File: src/rtl/dmem_arbiter_if.sv
// Requester-side and memory-side bus of dmem_arbiter, grouped so the
// arbiter sees one slave port and the requesters/memory one master port.
interface dmem_arbiter_if #(
   parameter int unsigned ADDR_W = 64,
   parameter int unsigned DATA_W = 64
) ();

   logic [1:0]        req;
   logic [1:0]        we;
   logic [ADDR_W-1:0] addr0;
   logic [ADDR_W-1:0] addr1;
   logic [DATA_W-1:0] wdata0;
   logic [DATA_W-1:0] wdata1;
   logic [1:0]        gnt;
   logic [1:0]        done;
   logic              err;
   logic [DATA_W-1:0] rdata;
   logic              mem_read;
   logic              mem_write;
   logic [ADDR_W-1:0] mem_address;
   logic [DATA_W-1:0] mem_write_data;
   logic [DATA_W-1:0] mem_read_data;

   modport slave (
      input  req, we, addr0, addr1, wdata0, wdata1, mem_read_data,
      output gnt, done, err, rdata, mem_read, mem_write, mem_address, mem_write_data
   );

   modport master (
      output req, we, addr0, addr1, wdata0, wdata1, mem_read_data,
      input  gnt, done, err, rdata, mem_read, mem_write, mem_address, mem_write_data
   );

endinterface

File: src/rtl/dmem_arbiter.sv
// Two-port arbiter and sequencer in front of the single-ported data memory:
// one transaction at a time, misaligned doubleword accesses are rejected.
module dmem_arbiter #(
   parameter int unsigned ADDR_W     = 64,
   parameter int unsigned DATA_W     = 64,
   parameter int unsigned RD_LAT     = 0,
   parameter int unsigned FIXED_PRIO = 0
) (
   input logic           clk,
   input logic           reset,
   dmem_arbiter_if.slave bus_io
);

   localparam int unsigned CntW = (RD_LAT < 2) ? 1 : $clog2(RD_LAT);
   localparam logic [CntW-1:0] LastCnt = CntW'((RD_LAT > 0) ? RD_LAT - 1 : 0);

   typedef enum logic [1:0] {StIdle, StIssue, StWait, StResp} state_e;

   state_e            state_q, state_d;
   logic              last_q, last_d;
   logic              sel_q, sel_d;
   logic              we_q, we_d;
   logic [ADDR_W-1:0] addr_q, addr_d;
   logic [DATA_W-1:0] wdata_q, wdata_d;
   logic [CntW-1:0]   cnt_q, cnt_d;
   logic [1:0]        gnt_q, gnt_d;
   logic [1:0]        done_q, done_d;
   logic              err_q, err_d;
   logic [DATA_W-1:0] rdata_q, rdata_d;
   logic              mem_read_q, mem_read_d;
   logic              mem_write_q, mem_write_d;

   logic              win;
   logic [1:0]        win_oh;
   logic [1:0]        sel_oh;
   logic              win_we;
   logic [ADDR_W-1:0] win_addr;
   logic [DATA_W-1:0] win_wdata;

   // Tie-break: fixed priority favours port 0, round-robin favours the port that lost last time.
   always_comb begin
      win = 1'b0;
      case (bus_io.req)
         2'b10:   win = 1'b1;
         2'b11:   win = (FIXED_PRIO != 0) ? 1'b0 : ~last_q;
         default: win = 1'b0;
      endcase
   end

   assign win_oh    = win ? 2'b10 : 2'b01;
   assign sel_oh    = sel_q ? 2'b10 : 2'b01;
   assign win_we    = win ? bus_io.we[1] : bus_io.we[0];
   assign win_addr  = win ? bus_io.addr1 : bus_io.addr0;
   assign win_wdata = win ? bus_io.wdata1 : bus_io.wdata0;

   // Outputs are computed for the state being entered so they come straight from flops.
   always_comb begin
      state_d     = state_q;
      last_d      = last_q;
      sel_d       = sel_q;
      we_d        = we_q;
      addr_d      = addr_q;
      wdata_d     = wdata_q;
      cnt_d       = cnt_q;
      gnt_d       = 2'b00;
      done_d      = 2'b00;
      err_d       = 1'b0;
      rdata_d     = rdata_q;
      mem_read_d  = 1'b0;
      mem_write_d = 1'b0;

      unique case (state_q)
         StIdle: begin
            if (bus_io.req != 2'b00) begin
               sel_d   = win;
               last_d  = win;
               we_d    = win_we;
               addr_d  = win_addr;
               wdata_d = win_wdata;
               if (win_addr[2:0] != 3'b000) begin
                  state_d = StResp;
                  done_d  = win_oh;
                  err_d   = 1'b1;
               end else begin
                  state_d     = StIssue;
                  gnt_d       = win_oh;
                  mem_write_d = win_we;
                  mem_read_d  = ~win_we;
               end
            end
         end

         StIssue: begin
            if (we_q) begin
               state_d = StResp;
               done_d  = sel_oh;
            end else if (RD_LAT == 0) begin
               state_d = StResp;
               done_d  = sel_oh;
               rdata_d = bus_io.mem_read_data;
            end else begin
               state_d    = StWait;
               cnt_d      = '0;
               mem_read_d = 1'b1;
            end
         end

         StWait: begin
            if (cnt_q == LastCnt) begin
               state_d = StResp;
               done_d  = sel_oh;
               rdata_d = bus_io.mem_read_data;
            end else begin
               cnt_d      = cnt_q + CntW'(1);
               mem_read_d = 1'b1;
            end
         end

         StResp: begin
            state_d = StIdle;
         end

         default: begin
            state_d = StIdle;
         end
      endcase
   end

   always_ff @(posedge clk or posedge reset) begin
      if (reset) begin
         state_q     <= StIdle;
         last_q      <= 1'b1;
         sel_q       <= 1'b0;
         we_q        <= 1'b0;
         addr_q      <= '0;
         wdata_q     <= '0;
         cnt_q       <= '0;
         gnt_q       <= 2'b00;
         done_q      <= 2'b00;
         err_q       <= 1'b0;
         rdata_q     <= '0;
         mem_read_q  <= 1'b0;
         mem_write_q <= 1'b0;
      end else begin
         state_q     <= state_d;
         last_q      <= last_d;
         sel_q       <= sel_d;
         we_q        <= we_d;
         addr_q      <= addr_d;
         wdata_q     <= wdata_d;
         cnt_q       <= cnt_d;
         gnt_q       <= gnt_d;
         done_q      <= done_d;
         err_q       <= err_d;
         rdata_q     <= rdata_d;
         mem_read_q  <= mem_read_d;
         mem_write_q <= mem_write_d;
      end
   end

   // The latched command doubles as the memory address/data bus; only the strobes qualify it.
   assign bus_io.gnt            = gnt_q;
   assign bus_io.done           = done_q;
   assign bus_io.err            = err_q;
   assign bus_io.rdata          = rdata_q;
   assign bus_io.mem_read       = mem_read_q;
   assign bus_io.mem_write      = mem_write_q;
   assign bus_io.mem_address    = addr_q;
   assign bus_io.mem_write_data = wdata_q;

endmodule

File: src/flat_wrapper.sv
// flat-port wrapper written by rule: the top's interface ports become plain ports
module dmem_arbiter_flat 
#(
   parameter int unsigned ADDR_W     = 64,
   parameter int unsigned DATA_W     = 64,
   parameter int unsigned RD_LAT     = 0,
   parameter int unsigned FIXED_PRIO = 0
)
  (clk, reset, bus_io_req, bus_io_we, bus_io_addr0, bus_io_addr1, bus_io_wdata0, bus_io_wdata1, bus_io_mem_read_data, bus_io_gnt, bus_io_done, bus_io_err, bus_io_rdata, bus_io_mem_read, bus_io_mem_write, bus_io_mem_address, bus_io_mem_write_data);
  dmem_arbiter_if #(.ADDR_W(ADDR_W), .DATA_W(DATA_W)) bus_io_i ();
  input logic clk;
  input logic reset;
  input wire logic [$bits(bus_io_i.req)-1:0] bus_io_req;
  input wire logic [$bits(bus_io_i.we)-1:0] bus_io_we;
  input wire logic [$bits(bus_io_i.addr0)-1:0] bus_io_addr0;
  input wire logic [$bits(bus_io_i.addr1)-1:0] bus_io_addr1;
  input wire logic [$bits(bus_io_i.wdata0)-1:0] bus_io_wdata0;
  input wire logic [$bits(bus_io_i.wdata1)-1:0] bus_io_wdata1;
  input wire logic [$bits(bus_io_i.mem_read_data)-1:0] bus_io_mem_read_data;
  output wire logic [$bits(bus_io_i.gnt)-1:0] bus_io_gnt;
  output wire logic [$bits(bus_io_i.done)-1:0] bus_io_done;
  output wire logic [$bits(bus_io_i.err)-1:0] bus_io_err;
  output wire logic [$bits(bus_io_i.rdata)-1:0] bus_io_rdata;
  output wire logic [$bits(bus_io_i.mem_read)-1:0] bus_io_mem_read;
  output wire logic [$bits(bus_io_i.mem_write)-1:0] bus_io_mem_write;
  output wire logic [$bits(bus_io_i.mem_address)-1:0] bus_io_mem_address;
  output wire logic [$bits(bus_io_i.mem_write_data)-1:0] bus_io_mem_write_data;
  assign bus_io_i.req = bus_io_req;
  assign bus_io_i.we = bus_io_we;
  assign bus_io_i.addr0 = bus_io_addr0;
  assign bus_io_i.addr1 = bus_io_addr1;
  assign bus_io_i.wdata0 = bus_io_wdata0;
  assign bus_io_i.wdata1 = bus_io_wdata1;
  assign bus_io_i.mem_read_data = bus_io_mem_read_data;
  assign bus_io_gnt = bus_io_i.gnt;
  assign bus_io_done = bus_io_i.done;
  assign bus_io_err = bus_io_i.err;
  assign bus_io_rdata = bus_io_i.rdata;
  assign bus_io_mem_read = bus_io_i.mem_read;
  assign bus_io_mem_write = bus_io_i.mem_write;
  assign bus_io_mem_address = bus_io_i.mem_address;
  assign bus_io_mem_write_data = bus_io_i.mem_write_data;
  dmem_arbiter #(.ADDR_W(ADDR_W), .DATA_W(DATA_W), .RD_LAT(RD_LAT), .FIXED_PRIO(FIXED_PRIO)) u_core (.clk(clk), .reset(reset), .bus_io(bus_io_i));
endmodule
File: config.mk
export PLATFORM = sky130hd
export DESIGN_NAME = dmem_arbiter_flat
export DESIGN_NICKNAME = d
export VERILOG_FILES = /design/src/rtl/dmem_arbiter_if.sv /design/src/rtl/dmem_arbiter.sv /design/src/flat_wrapper.sv
export SDC_FILE = /design/constraint.sdc
export NUM_CORES = 1
export LEC_CHECK = 0
export ABC_AREA = 1
export CAP_MARGIN = 20
export CORE_AREA = 2 2 204 206
export CTS_CLUSTER_DIAMETER = 150
export DETAILED_ROUTE_END_ITERATION = 12
export DIE_AREA = 0 0 206 208
export PLACE_DENSITY = 0.51
export SLEW_MARGIN = 20
export SYNTH_ARGS = -nofsm -noshare
export SYNTH_HDL_FRONTEND = slang
export SYNTH_SLANG_ARGS = --single-unit
File: constraint.sdc
create_clock -name clk -period 6.8 [get_ports clk]
set_input_delay 1.36 -clock clk [delete_from_list [all_inputs] [get_ports clk]]
set_output_delay 1.36 -clock clk [all_outputs]
set_load 0.01 [all_outputs]
# After elaboration in Yosys (flattened, before gate mapping)
# Cells that the tools add are included.
# totals
latchBits	0
memories	0
word_cells	62
mem_bits_rw	0
inputBits	326
romBits	0
ff_bits	205
# classes
bitwise	2
muxes	31
shift	0
n_div	0
n_eq_ne	8
n_lt_le_gt_ge	0
multipliers	0
n_reduce_logical	7
add_sub_neg	1
# ops
op	count
$mux 64	4
$pmux 64 s2	1
$mux 2	11
$mux 1	11
$eq 2x2->1 const B	4
$pmux 2 s4	1
$pmux 2 s3	1
$ne 2x2->1 const B	2
$pmux 1 s2	2
$reduce_and 2->1	2
$reduce_bool 2->1	2
$reduce_and 3->1	1
$reduce_bool 3->1	1
$eq 2x1->1 const B	1
$logic_not 2->1	1
$ne 2x1->1 const B	1
$not 1->1	2
$add 1x1->1 const B	1

# Logic depth before layout (Yosys ltp)
# Gate-level depths: netlist (run 1).
# depth
ltp_word	7
depth_mapped	10

# Worst setup path before layout (run 1)
# Ideal clock, no wire load.
# synth_timing
path_type	input port to flip-flop
startpoint	input bus_io_req[0]
endpoint	register u_core.addr_q[10], in the netlist u_core.bus_io.mem_address[10]
path_buffers	2
path_slack_ns	4.521
stages	7
arrival_time_ns	2.210
t_required_ns	6.732
path_cell_list	nand2_1 -> nand2_2 -> nor2_4 -> buf_4 -> buf_2 -> nand2_1 -> nand3_1
# synth_via
elab_chain_len	3
# synth_lines
element	line	source
start, declared	flat_wrapper.sv:13	input wire logic [$bits(bus_io_i.req)-1:0] bus_io_req;
$eq 2x2->1	dmem_arbiter.sv:43	case (bus_io.req)
$pmux 1 s2	dmem_arbiter.sv:43	
$mux 64	dmem_arbiter.sv:53	assign win_addr = win ? bus_io.addr1 : bus_io.addr0;
end signal, assigned	dmem_arbiter.sv:149	addr_q <= addr_d;
end, declared	dmem_arbiter.sv:23	logic [ADDR_W-1:0] addr_q, addr_d;
# Several ways; a longest one is shown, not always the timed one.
# A chain may end at the register's enable or synchronous reset.

# Final worst setup path (run 1)
# layout_timing
startpoint	input bus_io_req[1]
endpoint	register u_core.addr_q[44], in the netlist u_core.bus_io.mem_address[44]
# Same word-level chain as after synthesis.

==> results.cfg, run 1 <==
[pwr]
peakVddDrop_mv = 0.2116
combPwrFrac_pct = 46.8
p_int_uw = 4348
netSwitchingPower_uw = 2189
switching_share_pct = 33.49
powerDensity_mw_per_mm2 = 434.6
pwr-share-seq_pct = 32.9
p_leak_uw = 0.006441
clkPwrFrac_pct = 20.3
finalPower_uw = 6537

[setup_path]
rrSetupSlack_ns = 4.09
critPathMaxFanout = 79
crit_chain = clkdlybuf4s50_1, nor2_1, nor2_4, nand2_1, inv_4, buf_4, nand2_1, nand3_1
crit_type = primary input to flip-flop
crit_end = u_core.bus_io.mem_address[44]$_DFFE_PP0P_
endpoint_kind = flip-flop
critical_path.most_common_cell = nand2_1
max_stage_delay_ns = 0.63
crit_arrival_ns = 3.84
reg2reg_depth = 9
r2r_end = u_core.bus_io.mem_address[44]$_DFFE_PP0P_
start_kind = primary input
r2r-start = u_core.state_q[0]$_DFFE_PP0P_
cp-startpoint = bus_io_req[1]
slowest_stage = inv_4
critPathRequiredTime_ns = 7.26

[drt]
drc = 0
drt_iter0_drc = 279
drt_pass1_iterations = 4
routedWlPerCell_um = 16.45
postRouteAntennaNets = 0
vias = 8029
vias_per_cell = 4.120
wl_um = 32060

[synthesis]
ys_seq_area_share_pct = 59.93
synth_area_per_cell_um2 = 9.585
synth_ff_type = dfrtp_1
synth_area_mm2 = 0.008521
synth_edf_count = 0
synth_nets = 1221
async_flop_share_pct = 100.0
synth_cell_types = 21
synthCells = 889
ys_warn_count = 0
synth-seq-cells = 204

[timing]
rsz0062_at_grt = false
fmax_mhz = 295.5
drv_slew = 0
fin_crit_ns = 3.384
slew_headroom_pct = 38.34
hold_viol = 0
setup-violations-final = 0
fin_crit_sh_pct = 49.77
finalSetupTns_ns = 0
max_slew.worst_pin.slew_ns = 0.9248
finClkSkew_ns = 0.01013

[global_routing]
grt_antenna_before_repair = 0
grt_pass1_wl_um = 48000
grt_pass1_vias = 8323
grt_max_degree = 112
grt_overflow = 0
grt_use_total_pct = 14.26

[run]
maxCapViolCount = 0

[finish]
n_antenna_cell = 0
drive_above_1_share_pct = 8.257
area_growth_pct = 76.53
nNetsFinal = 1733
stdcell_count = 1949
fin_area_mm2 = 0.01504
num-fill-cells = 4132

[clocking]
cts_setup_buffers = 0
cts_root_buf = clkbuf_16
clk_pin_slew_ns = 0.05
htree_levels = 1
clock_sinks = 204
cts.hold.buffers_added = 0
cts_tree = done
post_cts_resized = 0
cts_inserted_buffers = 25
cts_buffer_depth = 3
insertion_delay_ns = 0.53

[floorplanning]
die_h_um = 208
dieArea_mm2 = 0.04285
core-area_mm2 = 0.04055
initial_core_util_pct = 21.01
die_w_um = 206
rows = 74
io_pins = 525

[placed_design]
place.detailed.hpwl_um = 23320
portBuffers = 524
postPlaceCellArea_mm2 = 0.01423
dp_cells = 1906
gp_congestion = 0.7682

[min_path]
hold_path_class = flip-flop to flip-flop

[run_status]
status = finished clean
state kept, by name, summed over array words and instances (netlist names), 2 cells and up:
name	flops
u_core.bus_io.rdata	64
u_core.bus_io.mem_address	64
u_core.bus_io.mem_write_data	64
u_core.bus_io.done	2
u_core.state_q	2
u_core.bus_io.gnt	2
layout by cell type, fill, tap and decap left out:
cell,count
a21oi_4,1
nand3_1,128
clkinvlp_4,1
dfrtp_1,203
nand2_2,1
dfstp_2,1
nor3_1,2
nand3b_1,1
clkbuf_8,5
clkdlybuf4s50_1,524
o21a_1,2
mux2_2,64
clkinv_2,5
clkbuf_16,25
inv_6,1
buf_4,6
clkbuf_1,5
nand2_1,401
bufinv_16,2
inv_1,14
a21oi_1,2
inv_4,2
nor2_4,2
nor2_1,7
buf_12,1
o21ai_0,5
ha_1,6
cell usage after synthesis (3+ instances only):
| cell type | count | area (um2) |
|---|---|---|
| buf_2 | 21 | 105.1 |
| nor2_1 | 7 | 26.28 |
| buf_4 | 3 | 22.52 |
| ha_1 | 6 | 75.07 |
| mux2_2 | 64 | 720.7 |
| clkbuf_1 | 13 | 48.80 |
| nand3_1 | 128 | 640.6 |
| o21ai_0 | 5 | 25.02 |
| buf_6 | 9 | 101.4 |
| inv_1 | 15 | 56.30 |
| dfrtp_1 | 203 | 5080 |
| nand2_1 | 401 | 1505 |
through the flow:
step	util (%)	worst slack, ns	hold slack, ns
after floorplan	-	2.797	0.4431
final	37.09	3.416	0.4821
after CTS	37.09	3.334	0.4858
after global routing	37.09	3.124	0.5107
after detailed placement	35.10	2.771	0.4797
after global placement	35.10	2.853	0.4713
power groups by stage:
stage / sequential, uW / combinational [uW] / clock, uW
2_1_floorplan: 2410 / 1170 / 0
3_3_place_gp: 2150 / 3100 / 0
3_5_place_dp: 2160 / 3130 / 0
4_1_cts: 2160 / 3130 / 1370
5_1_grt: 2230 / 3320 / 1420
6_report: 2150 / 3060 / 1330
routing by layer:
layer	share of wire, %	global-route usage [%]
met1	41	16.90
met2	49	24.97
met3	8.2	3.759
met4	2.3	4.384
met5	0	0
critical path: cells and delay by family:
family / cells / cell delay [ns]
and+or+nand+nor: 5 / 0.64
buffers and inverters: 3 / 1.79
worst min path at each step:
stage	from	endpoint	slack [ns]	cells after the start
floorplan	u_core.last_q$_DFFE_PP1P_	u_core.last_q$_DFFE_PP1P_	0.44	2
global placement	u_core.bus_io.mem_address[0]$_DFFE_PP0P_	u_core.bus_io.mem_address[0]$_DFFE_PP0P_	0.47	2
detailed placement	u_core.last_q$_DFFE_PP1P_	u_core.last_q$_DFFE_PP1P_	0.48	2
CTS	u_core.last_q$_DFFE_PP1P_	u_core.last_q$_DFFE_PP1P_	0.49	2
global route	u_core.bus_io.mem_address[43]$_DFFE_PP0P_	u_core.bus_io.mem_address[43]$_DFFE_PP0P_	0.51	2
finish	u_core.last_q$_DFFE_PP1P_	u_core.last_q$_DFFE_PP1P_	0.48	2
kinds of logic (layout without fill, tap and decap cells):
group	Yosys count	after routing	share of synthesized area, %
flip-flops	204	204	59.93
buffers and inverters	63	591	4.009
adder cells (fa/ha/maj)	6	6	0.8810
AO/OA/AOI/OAI	10	10	0.6901
multiplexers	64	64	8.458
AND/OR/NAND/NOR	542	542	26.04
area by class of cell:
class                   instances  area, um2  share of cell area [%]
inverters                      17      72.57                  0.4824
clock buffers                  35      713.2                   4.741
repair buffers                531       5310                   35.30
clock inverters                 8      93.84                  0.6239
flip-flops and latches        204       5106                   33.95
multi-input cells             622       3080                   20.48
well taps                     532      665.6                   4.425
Note: power is estimated with default switching activity, not from simulation.
==> inputs of run 2 (changes only) <==
clock period = 2.97 ns   (was 6.8 ns; I/O delays follow)
==> run 2 against run 1 <==
Critical endpoint is now bus_io_mem_write_data[57]. Sequential cell count unchanged. Final area grew 1.5%. Critical path depth shrank 7. Worst setup slack lost 2.6 ns.
==> results.cfg, run 2 (same netlist as run 1, synthesis figures left out) <==
[drt]
top_layer = met4
postRouteAntennaNets = 0
drt_pass1_iterations = 4
wl_met3_um = 2941
routedWlPerCell_um = 16.47
vias_per_cell = 4.143
routed-wl-met2_um = 16310
drt_iter0_drc = 274
vias = 8116
wl_met1_um = 12470
drc = 0
wl_um = 32270

[global_routing]
grt_use_total_pct = 14.35
grt_overflow = 0
grt_pass1_vias = 8240
grt_max_degree = 74
grt_antenna_before_repair = 0
grt_pass1_wl_um = 48240

[pwr]
powerDensity_mw_per_mm2 = 994.6
pwr-share-seq_pct = 32.5
p_leak_uw = 0.006550
p_int_uw = 10150
peakVddDrop_mv = 0.3774
netSwitchingPower_uw = 5042
switching_share_pct = 33.19
combPwrFrac_pct = 46.7
clkPwrFrac_pct = 20.7

[placed_design]
place.detailed.hpwl_um = 23950
portBuffers = 524
gp_congestion = 0.8019
pre_cts_ws_ns = 0.4354

[clocking]
htree_levels = 1
insertion_delay_ns = 0.53
cts_tree = done
cts_inserted_buffers = 24
post_cts_resized = 0
cts_buffer_depth = 3
clock_sinks = 204
clk_pin_slew_ns = 0.06
cts_root_buf = clkbuf_16
cts.hold.buffers_added = 0
cts_setup_buffers = 0

[timing]
slew_headroom_pct = 62.21
fmax_mhz = 470.7
rsz0062_at_grt = false
max_slew.worst_pin.slew_ns = 0.5669
hold_ws_ns = 0.4445
finClkSkew_ns = 0.006654
setup-violations-final = 0
layout_setup_ws_ns = 0.8454
fin_crit_ns = 2.125
fin_crit_sh_pct = 71.54
drv_slew = 0
hold_viol = 0

[finish]
area_growth_pct = 79.25
drive_above_1_share_pct = 9.040
num-fill-cells = 4116
n_antenna_cell = 0
mostFrequentLayoutCells = clkdlybuf4s50_1 (524), nand2_1 (401), dfrtp_1 (203)
layout_commonest_cell = clkdlybuf4s50_1
nNetsFinal = 1742

[setup_path]
critPathMaxFanout = 2
path_buf_inv = 1
r2r-start = u_core.state_q[0]$_DFFE_PP0P_
slowest_stage = clkdlybuf4s50_1
crit_chain = clkdlybuf4s50_1
endpoint_kind = output pin
crit_arrival_ns = 1.53
max_stage_delay_ns = 0.66
critPathRequiredTime_ns = 2.38
rrSetupSlack_ns = 0.88
cp-startpoint = u_core.bus_io.mem_write_data[57]$_DFFE_PP0P_
reg2reg_depth = 9
r2r_end = u_core.bus_io.done[0]$_DFF_PP0_
critPathTopFamily = buffers and inverters
start_kind = flip-flop
crit_type = flip-flop to output pin

[floorplanning]
die_w_um = 206
io_pins = 525
rows = 74
initial_core_util_pct = 21.01
dieArea_mm2 = 0.04285
die_h_um = 208
core-area_mm2 = 0.04055

[run_status]
status = finished clean

[run]
maxCapViolCount = 0

[min_path]
hold_path_class = primary input to asynchronous set/reset pin
[run 2: changes by cell type in the layout (fill, tap and decap cells not counted), sizes merged]
cell	before	now
bufinv	2	4
buf	7	17
clkinv	5	8
clkbuf	35	31
inv	17	16
[run 2: metal layers]
metal / track usage, % / vias to the layer above
met5: 0 / -
met4: 3.547 / 0
met3: 4.355 / 32
met2: 25.83 / 315
met1: 16.40 / 3880
li1: - / 3889
[run 2: worst max-delay path by stage]
stage                                            to  depth (start not counted)  slack (ns)
CTS                       bus_io_mem_write_data[57]                          1        0.76
global route        u_core.bus_io.done[0]$_DFF_PP0_                          9        0.69
detailed placement  u_core.bus_io.done[0]$_DFF_PP0_                          8        0.44
global placement    u_core.bus_io.done[0]$_DFF_PP0_                          8        0.47
floorplan           u_core.bus_io.done[0]$_DFF_PP0_                          1       -0.27
finish                    bus_io_mem_write_data[57]                          1        0.85
[run 2: power groups by stage]
stage / clock network (uW) / registers (uW) / logic (uW)
after CTS: 3270 / 4960 / 7240
after detailed placement: 0 / 4960 / 7240
after floorplan: 0 / 5520 / 2690
after global routing: 3380 / 5120 / 7680
after global placement: 0 / 4930 / 7190
final: 3150 / 4940 / 7100
[run 2: final cells by class]
type / instances / area, um2 / area share (%)
Clock buffer: 31 / 678.2 / 4.440
Clock inverter: 12 / 160.2 / 1.049
Inverter: 17 / 72.57 / 0.4751
Multi-Input combinational cell: 622 / 3080 / 20.17
Sequential cell: 204 / 5106 / 33.43
Tap cell: 532 / 665.6 / 4.358
Timing Repair Buffer: 541 / 5510 / 36.08
[run 2: metrics by stage]
step / utilization, % / total power [uW] / instance area, um2 / std cells / TNS [ns]
2_1_floorplan: - / 8206 / 8524 / 889 / -54.30
6_report: 37.66 / 15190 / 15270 / 1959 / 0
3_3_place_gp: 35.59 / 12120 / 14440 / 1916 / 0
4_1_cts: 37.66 / 15470 / 15270 / 1959 / 0
5_1_grt: 37.66 / 16180 / 15270 / 1959 / 0
3_5_place_dp: 35.59 / 12200 / 14440 / 1916 / 0
==> inputs of run 3 (changes only) <==
clock period = 1.9 ns   (was 2.97 ns; I/O delays follow)
==> run 3 against run 2 <==
Critical path depth stayed put. Utilization is 1.2 points higher. Final area grew 3.2%. Cell count increased by 2.3%. Via count increased by 1.4%. Non-clock buffer count up 45. Largest cell class unchanged.
==> results.cfg, run 3 (same netlist as run 1, synthesis figures left out) <==
[setup_path]
crit_type = flip-flop to output pin
cp-startpoint = u_core.bus_io.mem_write_data[26]$_DFFE_PP0P_
endpoint_kind = output pin
crit_chain = clkdlybuf4s50_1
r2r-start = u_core.state_q[1]$_DFFE_PP0P_
crit_end = bus_io_mem_write_data[26]
path_depth = 1
critPathRequiredTime_ns = 1.52
critPathMaxFanout = 2
critPathTopFamily = buffers and inverters
slowest_stage = clkdlybuf4s50_1
rrSetupSlack_ns = 0.15
r2r_end = u_core.bus_io.rdata[29]$_DFFE_PP0P_
max_stage_delay_ns = 0.59
reg2reg_depth = 6
start_kind = flip-flop
crit_arrival_ns = 1.47
path_buf_inv = 1

[floorplanning]
io_pins = 525
initial_core_util_pct = 21.01
core-area_mm2 = 0.04055
die_w_um = 206
dieArea_mm2 = 0.04285
die_h_um = 208
rows = 74

[drt]
postRouteAntennaNets = 0
routedWlPerCell_um = 16.23
wl_um = 32520
drc = 0
drt_pass1_iterations = 4
vias_per_cell = 4.107
drt_iter0_drc = 375
vias = 8230

[pwr]
powerDensity_mw_per_mm2 = 1525
p_leak_uw = 0.006950
peakVddDrop_mv = 0.6760

[timing]
slew_headroom_pct = 78.52
max_slew.worst_pin.slew_ns = 0.3222
fin_crit_ns = 1.855
hold_viol = 0
setup-violations-final = 0
finClkSkew_ns = 0.01078
finalSetupTns_ns = 0
drv_slew = 0
fmax_mhz = 539.2
rsz0062_at_grt = false
hold_ws_ns = 0.2606
fin_crit_sh_pct = 97.62

[global_routing]
grt_use_total_pct = 14.57
grt_pass1_vias = 8569
grt_antenna_before_repair = 0
grt_overflow = 0
grt_pass1_wl_um = 49040
grt_max_degree = 60

[finish]
nNetsFinal = 1788
n_antenna_cell = 0
area_growth_pct = 84.90
layout_commonest_cell = clkdlybuf4s50_1
drive_above_1_share_pct = 11.68
mostFrequentLayoutCells = clkdlybuf4s50_1 (501), nand2_1 (401), dfrtp_1 (203)

[clocking]
clock_sinks = 204
cts_tree = done
cts_inserted_buffers = 25
clk_pin_slew_ns = 0.06
insertion_delay_ns = 0.53
htree_levels = 1
cts_root_buf = clkbuf_16
cts_buffer_depth = 3
cts.hold.buffers_added = 0

[placed_design]
portBuffers = 524
place.detailed.hpwl_um = 25220
gp_congestion = 0.8160

[min_path]
hold_path_class = primary input to asynchronous set/reset pin

[run]
maxCapViolCount = 0

[run_status]
status = finished clean
## run 3: changes by cell type in the layout (fill, tap and decap cells not counted), moves of 2 or more
cell and change:
dlymetal6s2s_1 +12, clkdlybuf4s50_1 -23, clkbuf_1 +3, dlygate4sd2_1 +11, clkinv_2 -5, buf_4 +33, clkbuf_8 +2, bufinv_16 -2
buf_12 +11
## run 3: cell type report
type | instances | area, um2
Clock buffer | 36 | 716.9
Clock inverter | 7 | 91.34
Fill cell | 4107 | 24800
Inverter | 17 | 72.57
Multi-Input combinational cell | 622 | 3080
Sequential cell | 204 | 5106
Tap cell | 532 | 665.6
Timing Repair Buffer | 586 | 6022
## run 3: worst min-delay path by stage
stage                               from                                  end  slack, ns  cells past startpoint
2_1_floorplan  u_core.last_q$_DFFE_PP1P_            u_core.last_q$_DFFE_PP1P_       0.44                      2
3_3_place_gp   u_core.last_q$_DFFE_PP1P_            u_core.last_q$_DFFE_PP1P_       0.47                      2
3_5_place_dp   u_core.last_q$_DFFE_PP1P_            u_core.last_q$_DFFE_PP1P_       0.47                      2
4_1_cts                            reset  u_core.bus_io.rdata[38]$_DFFE_PP0P_       0.24                      3
5_1_grt                            reset  u_core.bus_io.rdata[38]$_DFFE_PP0P_       0.26                      3
6_report                           reset  u_core.bus_io.rdata[38]$_DFFE_PP0P_       0.26                      3
## run 3: where the power goes
part	switching, uW	leakage (uW)	internal [uW]	total [uW]
Sequential	1210	0.00247	6540	7740
Combinational	4910	0.00409	6640	11500
Clock	1860	0.000396	2870	4740
## run 3: repair_timing
item                       in CTS  in global routing
gates cloned                    0                  0
setup endpoints to repair      11                 18
buffers inserted                0                  1
resized for setup              11                 14
## run 3: metal layers
metal | global-route usage, % | vias up | routed length, um
met5 | 0 | - | 0
met4 | 4.483 | 0 | 828
met3 | 3.744 | 47 | 2835
met2 | 25.83 | 334 | 16100
met1 | 17.06 | 3861 | 12750
li1 | - | 3988 | -
## run 3: stage by stage
| step | area (um2) | std cells | setup slack, ns | total power, uW | util (%) |
|---|---|---|---|---|---|
| after floorplan | 8524 | 889 | -1.123 | 12830 | - |
| after global placement | 14920 | 1960 | -0.1253 | 19540 | 36.78 |
| after detailed placement | 14920 | 1960 | -0.1070 | 19640 | 36.78 |
| after CTS | 15710 | 2003 | 0.001260 | 24460 | 38.74 |
| after global routing | 15760 | 2004 | 0.001942 | 25580 | 38.85 |
| final | 15760 | 2004 | 0.04523 | 24030 | 38.85 |
